## config.mk

```make
export PLATFORM = sky130hd
export DESIGN_NAME = queue_drain_tx
export DESIGN_NICKNAME = d
export VERILOG_FILES = /design/src/rtl/queue_if_pkg.sv /design/src/rtl/baud_tick_gen.sv /design/src/rtl/queue_drain_tx.sv
export SDC_FILE = /design/constraint.sdc
export NUM_CORES = 1
export LEC_CHECK = 0
export CAP_MARGIN = 20
export CORE_MARGIN = 5
export CORE_UTILIZATION = 35
export CTS_CLUSTER_DIAMETER = 100
export DETAILED_ROUTE_END_ITERATION = 8
export PLACE_DENSITY = 0.61
export SLEW_MARGIN = 30
export SYNTH_ARGS = -nofsm -noshare
export SYNTH_HDL_FRONTEND = slang
export SYNTH_HIERARCHICAL = 1
export SYNTH_SLANG_ARGS = --single-unit
```

## constraint.sdc

```tcl
create_clock -name Clk_i -period 5.4 [get_ports Clk_i]
set_input_delay 1.08 -clock Clk_i [delete_from_list [all_inputs] [get_ports Clk_i]]
set_output_delay 1.08 -clock Clk_i [all_outputs]
set_load 0.03 [all_outputs]
```

## src/rtl/queue_if_pkg.sv

```systemverilog
// Shared definitions for the Queue read-side consumer: FSM states and
// the bus/line levels used on the Queue and serial interfaces.
package queue_if_pkg;

  typedef enum logic [2:0] {
    IDLE,
    REQ,
    CAPT,
    START,
    DATA,
    PAR,
    STOP
  } state_t;

  localparam logic RW_READ    = 1'b1;
  localparam logic RW_WRITE   = 1'b0;
  localparam logic IDLE_LEVEL = 1'b1;

endpackage

```

## src/rtl/baud_tick_gen.sv

```systemverilog
// Free-running bit-period counter. tick marks the last cycle of a bit,
// pre_tick the cycle before it; clr restarts the period at count 0.
module baud_tick_gen #(
  parameter int CLKS_PER_BIT = 16
) (
  input  logic clk,
  input  logic clr,
  output logic tick,
  output logic pre_tick
);

  localparam int CW = (CLKS_PER_BIT > 1) ? $clog2(CLKS_PER_BIT) : 1;
  localparam logic [CW-1:0] LAST = CW'(CLKS_PER_BIT - 1);
  localparam logic [CW-1:0] PRE  = CW'(CLKS_PER_BIT - 2);

  logic [CW-1:0] cnt;

  always_ff @(posedge clk) begin
    if (clr) begin
      cnt <= '0;
    end else if (cnt == LAST) begin
      cnt <= '0;
    end else begin
      cnt <= cnt + 1'b1;
    end
  end

  assign tick     = (cnt == LAST);
  assign pre_tick = (cnt == PRE);

endmodule

```

## src/rtl/queue_drain_tx.sv

```systemverilog
// Drains bytes from a Queue via single-cycle read strobes and sends each one
// as an LSB-first async frame: start, data, optional even parity, stop.
module queue_drain_tx
  import queue_if_pkg::*;
#(
  parameter int CLKS_PER_BIT = 16,
  parameter int PARITY_EN    = 0,
  parameter int DATA_W       = 8
) (
  input  logic              Clk_i,
  input  logic              Rst_i,
  input  logic              Tx_En_i,
  input  logic              q_empty_i,
  input  logic [DATA_W-1:0] q_data_i,
  output logic              q_RW_o,
  output logic              q_En_o,
  output logic              tx_o,
  output logic              busy_o,
  output logic              done_o
);

  localparam int BCW = $clog2(DATA_W + 1);
  localparam logic [BCW-1:0] LAST_BIT = BCW'(DATA_W - 1);

  state_t            state;
  logic [DATA_W-1:0] shreg;
  logic [DATA_W-1:0] shreg_nxt;
  logic              parity;
  logic [BCW-1:0]    bit_cnt;
  logic              tick;
  logic              pre_tick;
  logic              baud_clr;
  logic              start_ok;

  // Clearing during CAPT aligns the first bit period with entry to START.
  assign baud_clr  = Rst_i || (state == CAPT);
  assign start_ok  = Tx_En_i && !q_empty_i;
  assign shreg_nxt = shreg >> 1;

  baud_tick_gen #(
    .CLKS_PER_BIT(CLKS_PER_BIT)
  ) u_baud (
    .clk     (Clk_i),
    .clr     (baud_clr),
    .tick    (tick),
    .pre_tick(pre_tick)
  );

  always_ff @(posedge Clk_i) begin
    if (Rst_i) begin
      state   <= IDLE;
      tx_o    <= IDLE_LEVEL;
      q_En_o  <= 1'b0;
      q_RW_o  <= RW_WRITE;
      busy_o  <= 1'b0;
      done_o  <= 1'b0;
      shreg   <= '0;
      parity  <= 1'b0;
      bit_cnt <= '0;
    end else begin
      q_En_o <= 1'b0;
      q_RW_o <= RW_WRITE;
      done_o <= 1'b0;
      case (state)
        IDLE: begin
          if (start_ok) begin
            state  <= REQ;
            q_En_o <= 1'b1;
            q_RW_o <= RW_READ;
            busy_o <= 1'b1;
          end
        end
        REQ: begin
          state <= CAPT;
        end
        CAPT: begin
          shreg   <= q_data_i;
          parity  <= ^q_data_i;
          bit_cnt <= '0;
          tx_o    <= 1'b0;
          state   <= START;
        end
        START: begin
          if (tick) begin
            tx_o  <= shreg[0];
            state <= DATA;
          end
        end
        DATA: begin
          if (tick) begin
            shreg <= shreg_nxt;
            if (bit_cnt == LAST_BIT) begin
              bit_cnt <= '0;
              if (PARITY_EN != 0) begin
                tx_o  <= parity;
                state <= PAR;
              end else begin
                tx_o  <= IDLE_LEVEL;
                state <= STOP;
              end
            end else begin
              bit_cnt <= bit_cnt + 1'b1;
              tx_o    <= shreg_nxt[0];
            end
          end
        end
        PAR: begin
          if (tick) begin
            tx_o  <= IDLE_LEVEL;
            state <= STOP;
          end
        end
        STOP: begin
          // done_o is registered, so it is raised one cycle ahead of the tick.
          if (pre_tick) begin
            done_o <= 1'b1;
          end
          if (tick) begin
            if (start_ok) begin
              state  <= REQ;
              q_En_o <= 1'b1;
              q_RW_o <= RW_READ;
            end else begin
              state  <= IDLE;
              busy_o <= 1'b0;
            end
          end
        end
        default: begin
          state <= IDLE;
        end
      endcase
    end
  end

endmodule

```

; After elaboration in Yosys (flattened, before gate mapping)
; Cells that the tools add are included.
[op_classes]
n_addsub = 2
n_eq_ne = 16
bitwise = 1
n_reduce_logical = 13
n_mux = 26
[ops]
columns = operator, n
row1 = $pmux W3 S7, 1
row2 = $mux W3, 6
row3 = $pmux W8 S2, 1
row4 = $ne A2 B2 Y1 const B, 7
row5 = $mux W1, 11
row6 = $eq A3 B3 Y1 const B, 3
row7 = $add A4 B1 Y4 const B, 2
row8 = $eq A4 B4 Y1 const B, 2
row9 = $mux W4, 2
row10 = $mux W8, 1
row11 = $pmux W4 S2, 1
row12 = $reduce_and A4 Y1, 2
row13 = $eq A3 B2 Y1 const B, 2
row14 = $reduce_and A6 Y1, 1
row15 = $eq A4 B3 Y1 const B, 1
row16 = $pmux W1 S2, 2
row17 = $pmux W1 S4, 1
row18 = $reduce_bool A2 Y1, 2
row19 = $reduce_bool A4 Y1, 1
row20 = $reduce_or A2 Y1, 2
row21 = $eq A3 B1 Y1 const B, 1
row22 = $logic_not A3 Y1, 1
row23 = $reduce_and A2 Y1, 1
row24 = $logic_and A1 B1 Y1, 1
row25 = 3 further kinds, 3
[totals]
output_inout_bits = 5
reg_bits = 23
input_bits = 12
word_cells = 66

; Depth between registers and ports, before layout
; Gate-level depths: netlist (run 1).
[depth]
depth_word = 5
depth_mapped = 8
depth_no_buf = 6

; Hierarchy
; Netlist (run 1), hierarchy kept.
[by_module_without_submodules]
columns = module, area_per_inst_um2, cells_per_inst, seq_area_each_um2, n_inst
row1 = queue_drain_tx, 1082.3, 122, 380.4, 1
row2 = baud_tick_gen, 181.4, 19, 80.1, 1

; Worst setup path before layout (run 1)
; No wires, ideal clock.
[synth_timing]
kind = input-to-reg
startpoint = input Tx_En_i
endpoint = register state[2]
slack_ps = 3381
path_stages = 4
setup_time_ps = 60
path_buffers = 0
arrival_time_ps = 1960
required_time_ps = 5340
cell_sequence = nor2b_1 -> o41ai_1 -> or4_1 -> nand2_1
[synth_via]
elab_chain_len = 3
[synth_lines]
columns = item, line_no
row1 = "start, declared", queue_drain_tx.sv:12  ; input logic Tx_En_i,
row2 = $logic_and A1 B1 Y1, queue_drain_tx.sv:37  ; assign start_ok = Tx_En_i && !q_empty_i;
row3 = $ne A2 B2 Y1 (no line), --
row4 = $reduce_and A6 Y1 (no line), --
row5 = "end signal, assigned", queue_drain_tx.sv:51  ; state <= IDLE;
row6 = "end signal, assigned", queue_drain_tx.sv:67  ; state <= REQ;
row7 = "end signal, assigned", queue_drain_tx.sv:74  ; state <= CAPT;
row8 = "end, declared", queue_drain_tx.sv:25  ; state_t state;
; Every way passes these cells.
; A chain may end at the register's enable or synchronous reset.

; Worst setup path in the final report (run 1)
[layout_timing]
startpoint = input Rst_i
endpoint = register u_baud.cnt[1]
[layout_via]
elab_chain_len = 2
[layout_lines]
columns = item, line_no
row1 = "start, declared", queue_drain_tx.sv:11  ; input logic Rst_i,
row2 = $logic_or A1 B1 Y1, queue_drain_tx.sv:36  ; assign baud_clr = Rst_i || (state == CAPT);
row3 = named net baud_clr, queue_drain_tx.sv:32  ; logic baud_clr;
row4 = $reduce_or A2 Y1 (no line), --
row5 = "end signal, assigned", baud_tick_gen.sv:24  ; cnt <= cnt + 1'b1;
row6 = "end, declared", baud_tick_gen.sv:16  ; logic [CW-1:0] cnt;
; The timed path passes the listed nets, and every way through them passes these cells.

==> results of run 1 <==
==> worst min-delay path by stage <==
| stage | startpoint | end | slack, ns | depth (start not counted) |
|---|---|---|---|---|
| 2_1_floorplan | u_baud/cnt[0]$_SDFF_PP0_ | u_baud/cnt[0]$_SDFF_PP0_ | 0.44 | 1 |
| 3_5_place_dp | tx_o$_SDFFE_PP1P_ | tx_o$_SDFFE_PP1P_ | 0.46 | 1 |
| 4_1_cts | tx_o$_SDFFE_PP1P_ | tx_o$_SDFFE_PP1P_ | 0.49 | 1 |
| 6_report | tx_o$_SDFFE_PP1P_ | tx_o$_SDFFE_PP1P_ | 0.48 | 1 |
| 3_3_place_gp | tx_o$_SDFFE_PP1P_ | tx_o$_SDFFE_PP1P_ | 0.45 | 1 |
| 5_1_grt | bit_cnt[1]$_SDFFE_PP0P_ | bit_cnt[1]$_SDFFE_PP0P_ | 0.51 | 2 |
==> sequential cells by signal (all words and copies together) (netlist names) <==
| signal | cells |
|---|---|
| bit_cnt | 4 |
| busy_o | 1 |
| u_baud/cnt | 4 |
| shreg | 8 |
| q_En_o | 1 |
| state | 3 |
| tx_o | 1 |
| done_o | 1 |
==> power by group <==
part           internal, µW  switching (µW)  leakage [µW]
combinational          45.6            50.3      0.000338
clock                  27.7            53.9     0.0000177
sequential              189            24.7      0.000187
==> placed cells by master, fill, tap and decap left out, drive strengths merged, types with 3 or more instances in the layout <==
cell	count
nor2	17
nand3	4
ha	6
a211oi	8
o41ai	3
clkdlybuf4s50	16
nand2	4
mux2i	7
a21oi	8
clkbuf	3
o211ai	3
and3	4
o21ai	5
nor2b	3
a31oi	3
dfxtp	23
or2	3
inv	6
==> per-layer routing <==
metal | GRT usage | part of all wire
met1 | 0.1510 | 0.53
met2 | 0.1522 | 0.41
met3 | 0.02296 | 0.037
met4 | 0.05745 | 0.018
met5 | 0 | 0
==> synthesized netlist by cell type (all sizes together) (2+ instances only) <==
cell,n,share of area
o211ai,3,0.018
inv,6,0.018
nor3,2,0.0079
a211oi,8,0.051
nand4b,2,0.014
a21oi,8,0.032
a31oi,3,0.015
nor2,17,0.050
a211o,2,0.014
nor3b,2,0.012
nand2,4,0.012
o41ai,3,0.021
o21ai,5,0.020
mux2i,7,0.055
nand3,4,0.016
buf,6,0.035
ha,6,0.059
or3b,2,0.016
nand2b,2,0.0099
nor2b,3,0.015
and3,4,0.025
or2,3,0.015
dfxtp,23,0.36
clkbuf,4,0.012
==> area by class of cell <==
class                   instances  area, µm²  area share
well taps                      46      57.56     0.03969
inverters                       6      22.52     0.01553
repair buffers                 16      160.2      0.1104
clock buffers                   3      22.52     0.01553
clock inverters                 1      5.005    0.003451
multi-input cells             102      721.9      0.4978
flip-flops and latches         23      460.4      0.3175
==> per-stage QoR <==
stage          power (µW)  cell area [µm²]    util
2_1_floorplan       285.5             1264       -
3_3_place_gp        309.6             1423  0.4165
3_5_place_dp        313.0             1423  0.4165
4_1_cts             394.2             1450  0.4245
5_1_grt             417.2             1450  0.4245
6_report            391.1             1450  0.4245
==> cell families after synthesis <==
group                    count (synthesis)  share of synthesized area
buffers and inverters                   16                    0.06435
adder cells (fa/ha/maj)                  6                    0.05940
AO/OA/AOI/OAI                           39                     0.2307
multiplexers                             7                    0.05545
flip-flops                              23                     0.3644
AND/OR/NAND/NOR                         49                     0.2188
XOR/XNOR                                 1                   0.006932
==> out/metrics.cfg, run 1 <==
[cells_and_area]
drive_above_1_share=0.08609
diodes=0
stdcell_count=197
finalNetCount=170
area_growth_pct=14.75
n_fill_cell=368

[synth]
syn_inst=141
async_reset_ff_frac=0
ys_warn_count=6
synth_ff_type=dfxtp_1
syn_avg_cell_area_um2=8.962
synth_area_um2=1264
synth_seq_cells=23
synth_edf_count=0
synth.yosys.seq_area_share=0.3644
synth.distinct_cells=43
syn_nets=159

[setup_path]
path_buf_inv=2
cp_slowest_stage_delay_ns=0.80
cp_top_family=buffers and inverters
worstReg2RegStart=state[2]$_SDFFE_PP0P_
cp-startpoint=Rst_i
crit_type=in -> reg
arrival_ns=2.73
crit_path_end=u_baud/cnt[1]$_SDFF_PP0_
cp_max_fo=21
endpoint_kind=register
crit_chain=clkdlybuf4s50_1, inv_1, o21ai_0, or2_1, nor2_1
startpoint_type=primary input
reg2reg_slack_ns=3.21
cp.depth=5
timing.rr.end=shreg[4]$_SDFFE_PP0P_
r2r_cells=4
worst_path_max_delay_cell=clkdlybuf4s50_1
crit_required_ns=5.67

[floorplan]
die_area_um2=4913
die_x_um=70.09
ios=17
rows=21
fp.dieH_um=70.09
initial_utilization=0.3700
core_um2=3416

[route]
post-route-drc-count=0
via_per_inst=5.173
drt_iter0_drc=71
vias=1019
finalWirelength_mm=2.549
drtPass1Iterations=4
wire_per_inst_um=12.94
antenna_left=0

[sta]
finClkSkew_ns=0.01190
hold_violations=0
slew_viol_final=0
fin_ws_ns=2.937
grt_setup_unrepaired=no
timing.hold.ws_ns=0.4830
setup_viol=0
fmax_mhz=406.1
worst_pin_slew_ns=0.7825
period_needed_ns=2.463
finalCritPeriodShare=0.4560
fin_setup_tns_ns=0
timing.slew.headroom=0.4767

[placed_design]
placed_cells=193
place_congestion=0.7757
dp_hpwl_mm=1.797
io_buffers=16
dp_slack_ns=2.626

[global_route]
grt_pass1_wl_mm=4.333
grt_pass1_vias=942
overflow=0
grt_util_all_layers=0.1077
grt_max_degree=22
antenna_found_initial=0

[status]
status=complete, no violations

[clock_tree]
cts_tree=done
ctsResizeCount=0
cts_setup_buffers=0
cts_hold_buf=0
cts_buffer_depth=2
cts_made_buffers=3
ctsRootBufferMaster=clkbuf_4
clk_latency_ns=0.32
htreeDepth=1
path_clk_slew_ns=0.14
clock_sinks=23

[power_and_ir_drop]
p_per_area_nw_per_um2=269.7
ir_worst_vdd_mv=0.1169
leakagePower_uw=0.0005422

[min_path]
hold_path_class=reg -> reg

[run]
maxCapViolations=0

Note: power is estimated with default switching activity, not from simulation.
==> run 2: changes to the inputs <==
==> constraint.sdc (replaced) <==
create_clock -name Clk_i -period 2.3 [get_ports Clk_i]
set_input_delay 0.46 -clock Clk_i [delete_from_list [all_inputs] [get_ports Clk_i]]
set_output_delay 0.46 -clock Clk_i [all_outputs]
set_load 0.03 [all_outputs]
==> run 2 against run 1 <==
Compared with the run above:
- flip-flop and latch count stayed put
- critical endpoint is now state[2]$_SDFFE_PP0P_
- hold slack better by 0.0048 ns
- clock-buffer cell count stayed put
- sequential power is 130% higher
- power is 140% higher
- setup slack worse by 2.6 ns
- highest routed layer unchanged
- sequential share of layout area is 0.85 points lower
==> out/metrics.cfg, run 2 (synthesis gave the netlist of run 1 again) <==
[sta]
grt_setup_unrepaired=no  ; unchanged
fmax_mhz=519.8
setup_viol=0  ; unchanged
hold_violations=0  ; unchanged
finalCritPeriodShare=0.8364
fin_setup_tns_ns=0  ; unchanged
finClkSkew_ns=0.003585  ; was 0.01190 ns
worst_pin_slew_ns=0.6841  ; was 0.7825 ns
period_needed_ns=1.924
timing.slew.headroom=0.5380  ; was 0.4767
slew_viol_final=0  ; unchanged

[power_and_ir_drop]
p_per_area_nw_per_um2=628.0  ; was 269.7 nW/µm²
leakagePower_uw=0.0005648  ; was 0.0005422 µW
ir_worst_vdd_mv=0.3277  ; was 0.1169 mV

[setup_path]
path_buf_inv=0  ; was 2
reg2reg_slack_ns=0.38  ; was 3.21 ns
arrival_ns=2.19  ; was 2.73 ns
worst_path_max_delay_cell=or4_1  ; was clkdlybuf4s50_1
endpoint_kind=register  ; unchanged
cp_slowest_stage_delay_ns=0.52  ; was 0.80 ns
startpoint_type=register  ; was primary input
cp_max_fo=10  ; was 21
crit_required_ns=2.57  ; was 5.67 ns
cp_top_family=simple AND/OR/NAND/NOR gates  ; was buffers and inverters
crit_type=reg -> reg  ; was in -> reg
crit_chain=ha_1, and3_4, nand4bb_1, o221ai_2, or4_1, nand2_1  ; was clkdlybuf4s50_1, inv_1, o21ai_0, or2_1, nor2_1

[clock_tree]
ctsResizeCount=0  ; unchanged
cts_made_buffers=3  ; unchanged
cts_hold_buf=0  ; unchanged
clk_latency_ns=0.31  ; was 0.32 ns
htreeDepth=1  ; unchanged
ctsRootBufferMaster=clkbuf_4  ; unchanged
cts_tree=done  ; unchanged
cts_setup_buffers=0  ; unchanged
path_clk_slew_ns=0.13  ; was 0.14 ns
clock_sinks=23  ; unchanged
cts_buffer_depth=2  ; unchanged

[cells_and_area]
final_area_um2=1490  ; was 1450 µm²
drive_above_1_share=0.1154  ; was 0.08609
top_register=shreg  ; unchanged
largest_reg_flops=8  ; unchanged
mostFrequentLayoutCells=23 x dfxtp_1, 17 x nor2_1, 16 x clkdlybuf4s50_1  ; unchanged
top_regs=shreg x8, bit_cnt x4, u_baud/cnt x4  ; unchanged
area_growth_pct=17.92  ; was 14.75%
diodes=0  ; unchanged
n_fill_cell=353  ; was 368
final_common_cell=dfxtp_1  ; unchanged
finalNetCount=175  ; was 170

[floorplan]
ios=17  ; unchanged
rows=21  ; unchanged
fp.dieH_um=70.09  ; unchanged
core_um2=3416  ; unchanged
initial_utilization=0.3700  ; unchanged
die_x_um=70.09  ; unchanged
die_area_um2=4913  ; unchanged

[global_route]
grt_util_all_layers=0.1160  ; was 0.1077
grt_pass1_vias=1023  ; was 942
overflow=0  ; unchanged
grt_max_degree=17  ; was 22
antenna_found_initial=0  ; unchanged
grt_pass1_wl_mm=4.712  ; was 4.333 mm

[route]
vias=1060  ; was 1019
wire_per_inst_um=13.45  ; was 12.94 µm
finalWirelength_mm=2.716  ; was 2.549 mm
antenna_left=0  ; unchanged
via_per_inst=5.248  ; was 5.173
post-route-drc-count=0  ; unchanged
drt_iter0_drc=98  ; was 71
drtPass1Iterations=4  ; unchanged

[placed_design]
dpl-instance-area_um2=1460  ; was 1423 µm²
io_buffers=16  ; unchanged
place_congestion=0.7801  ; was 0.7757
dp_hpwl_mm=1.990  ; was 1.797 mm

[run]
maxCapViolations=0  ; unchanged

[min_path]
hold_path_class=reg -> reg  ; unchanged

[status]
status=complete, no violations  ; unchanged

==> run 2: cell types whose count changed in the layout (fill, tap and decap cells not counted), sizes merged <==
cell	previous run	this run
buf	0	5
clkinv	1	0
clkinvlp	0	1
==> run 2: cell type report <==
type | count | area (µm²) | area share
clock inverter | 1 | 7.507 | 0.005038
clock buffer | 3 | 22.52 | 0.01511
tap | 46 | 57.56 | 0.03862
multi-input combinational | 102 | 721.9 | 0.4845
inverter | 6 | 22.52 | 0.01511
timing repair buffer | 21 | 197.7 | 0.1327
sequential | 23 | 460.4 | 0.3090
==> run 2: power by group <==
part           switching, µW  internal, µW
logic                    138           119
registers               41.5           444
clock network            128          66.3
==> run 2: through the flow <==
stage / utilization / total power (µW) / setup slack (ns) / hold WS, ns / instances
5_1_grt: 0.4363 / 998.0 / 0.2209 / 0.5122 / 202
3_3_place_gp: 0.4275 / 740.8 / 0.3754 / 0.4543 / 198
4_1_cts: 0.4363 / 946.9 / 0.3734 / 0.4933 / 202
2_1_floorplan: - / 670.3 / 0.4438 / 0.4409 / 141
6_report: 0.4363 / 935.9 / 0.3762 / 0.4878 / 202
3_5_place_dp: 0.4275 / 749.2 / 0.3303 / 0.4615 / 198
==> run 2: layer usage <==
| metal | part of all wire | track usage | routed length, µm |
|---|---|---|---|
| met4 | 0.010 | 0.03830 | 28 |
| met2 | 0.46 | 0.1742 | 1246 |
| met5 | 0 | 0 | 0 |
| met1 | 0.50 | 0.1561 | 1355 |
| met3 | 0.031 | 0.03730 | 85 |
==> run 2: path summary, 6_finish.rpt <==
check,start,to,cells past startpoint
setup / recovery,u_baud/cnt[0]$_SDFF_PP0_,state[2]$_SDFFE_PP0P_,6
hold / removal,tx_o$_SDFFE_PP1P_,tx_o$_SDFFE_PP1P_,1
setup reg to reg,u_baud/cnt[0]$_SDFF_PP0_,state[2]$_SDFFE_PP0P_,6
hold reg to reg,tx_o$_SDFFE_PP1P_,tx_o$_SDFFE_PP1P_,1
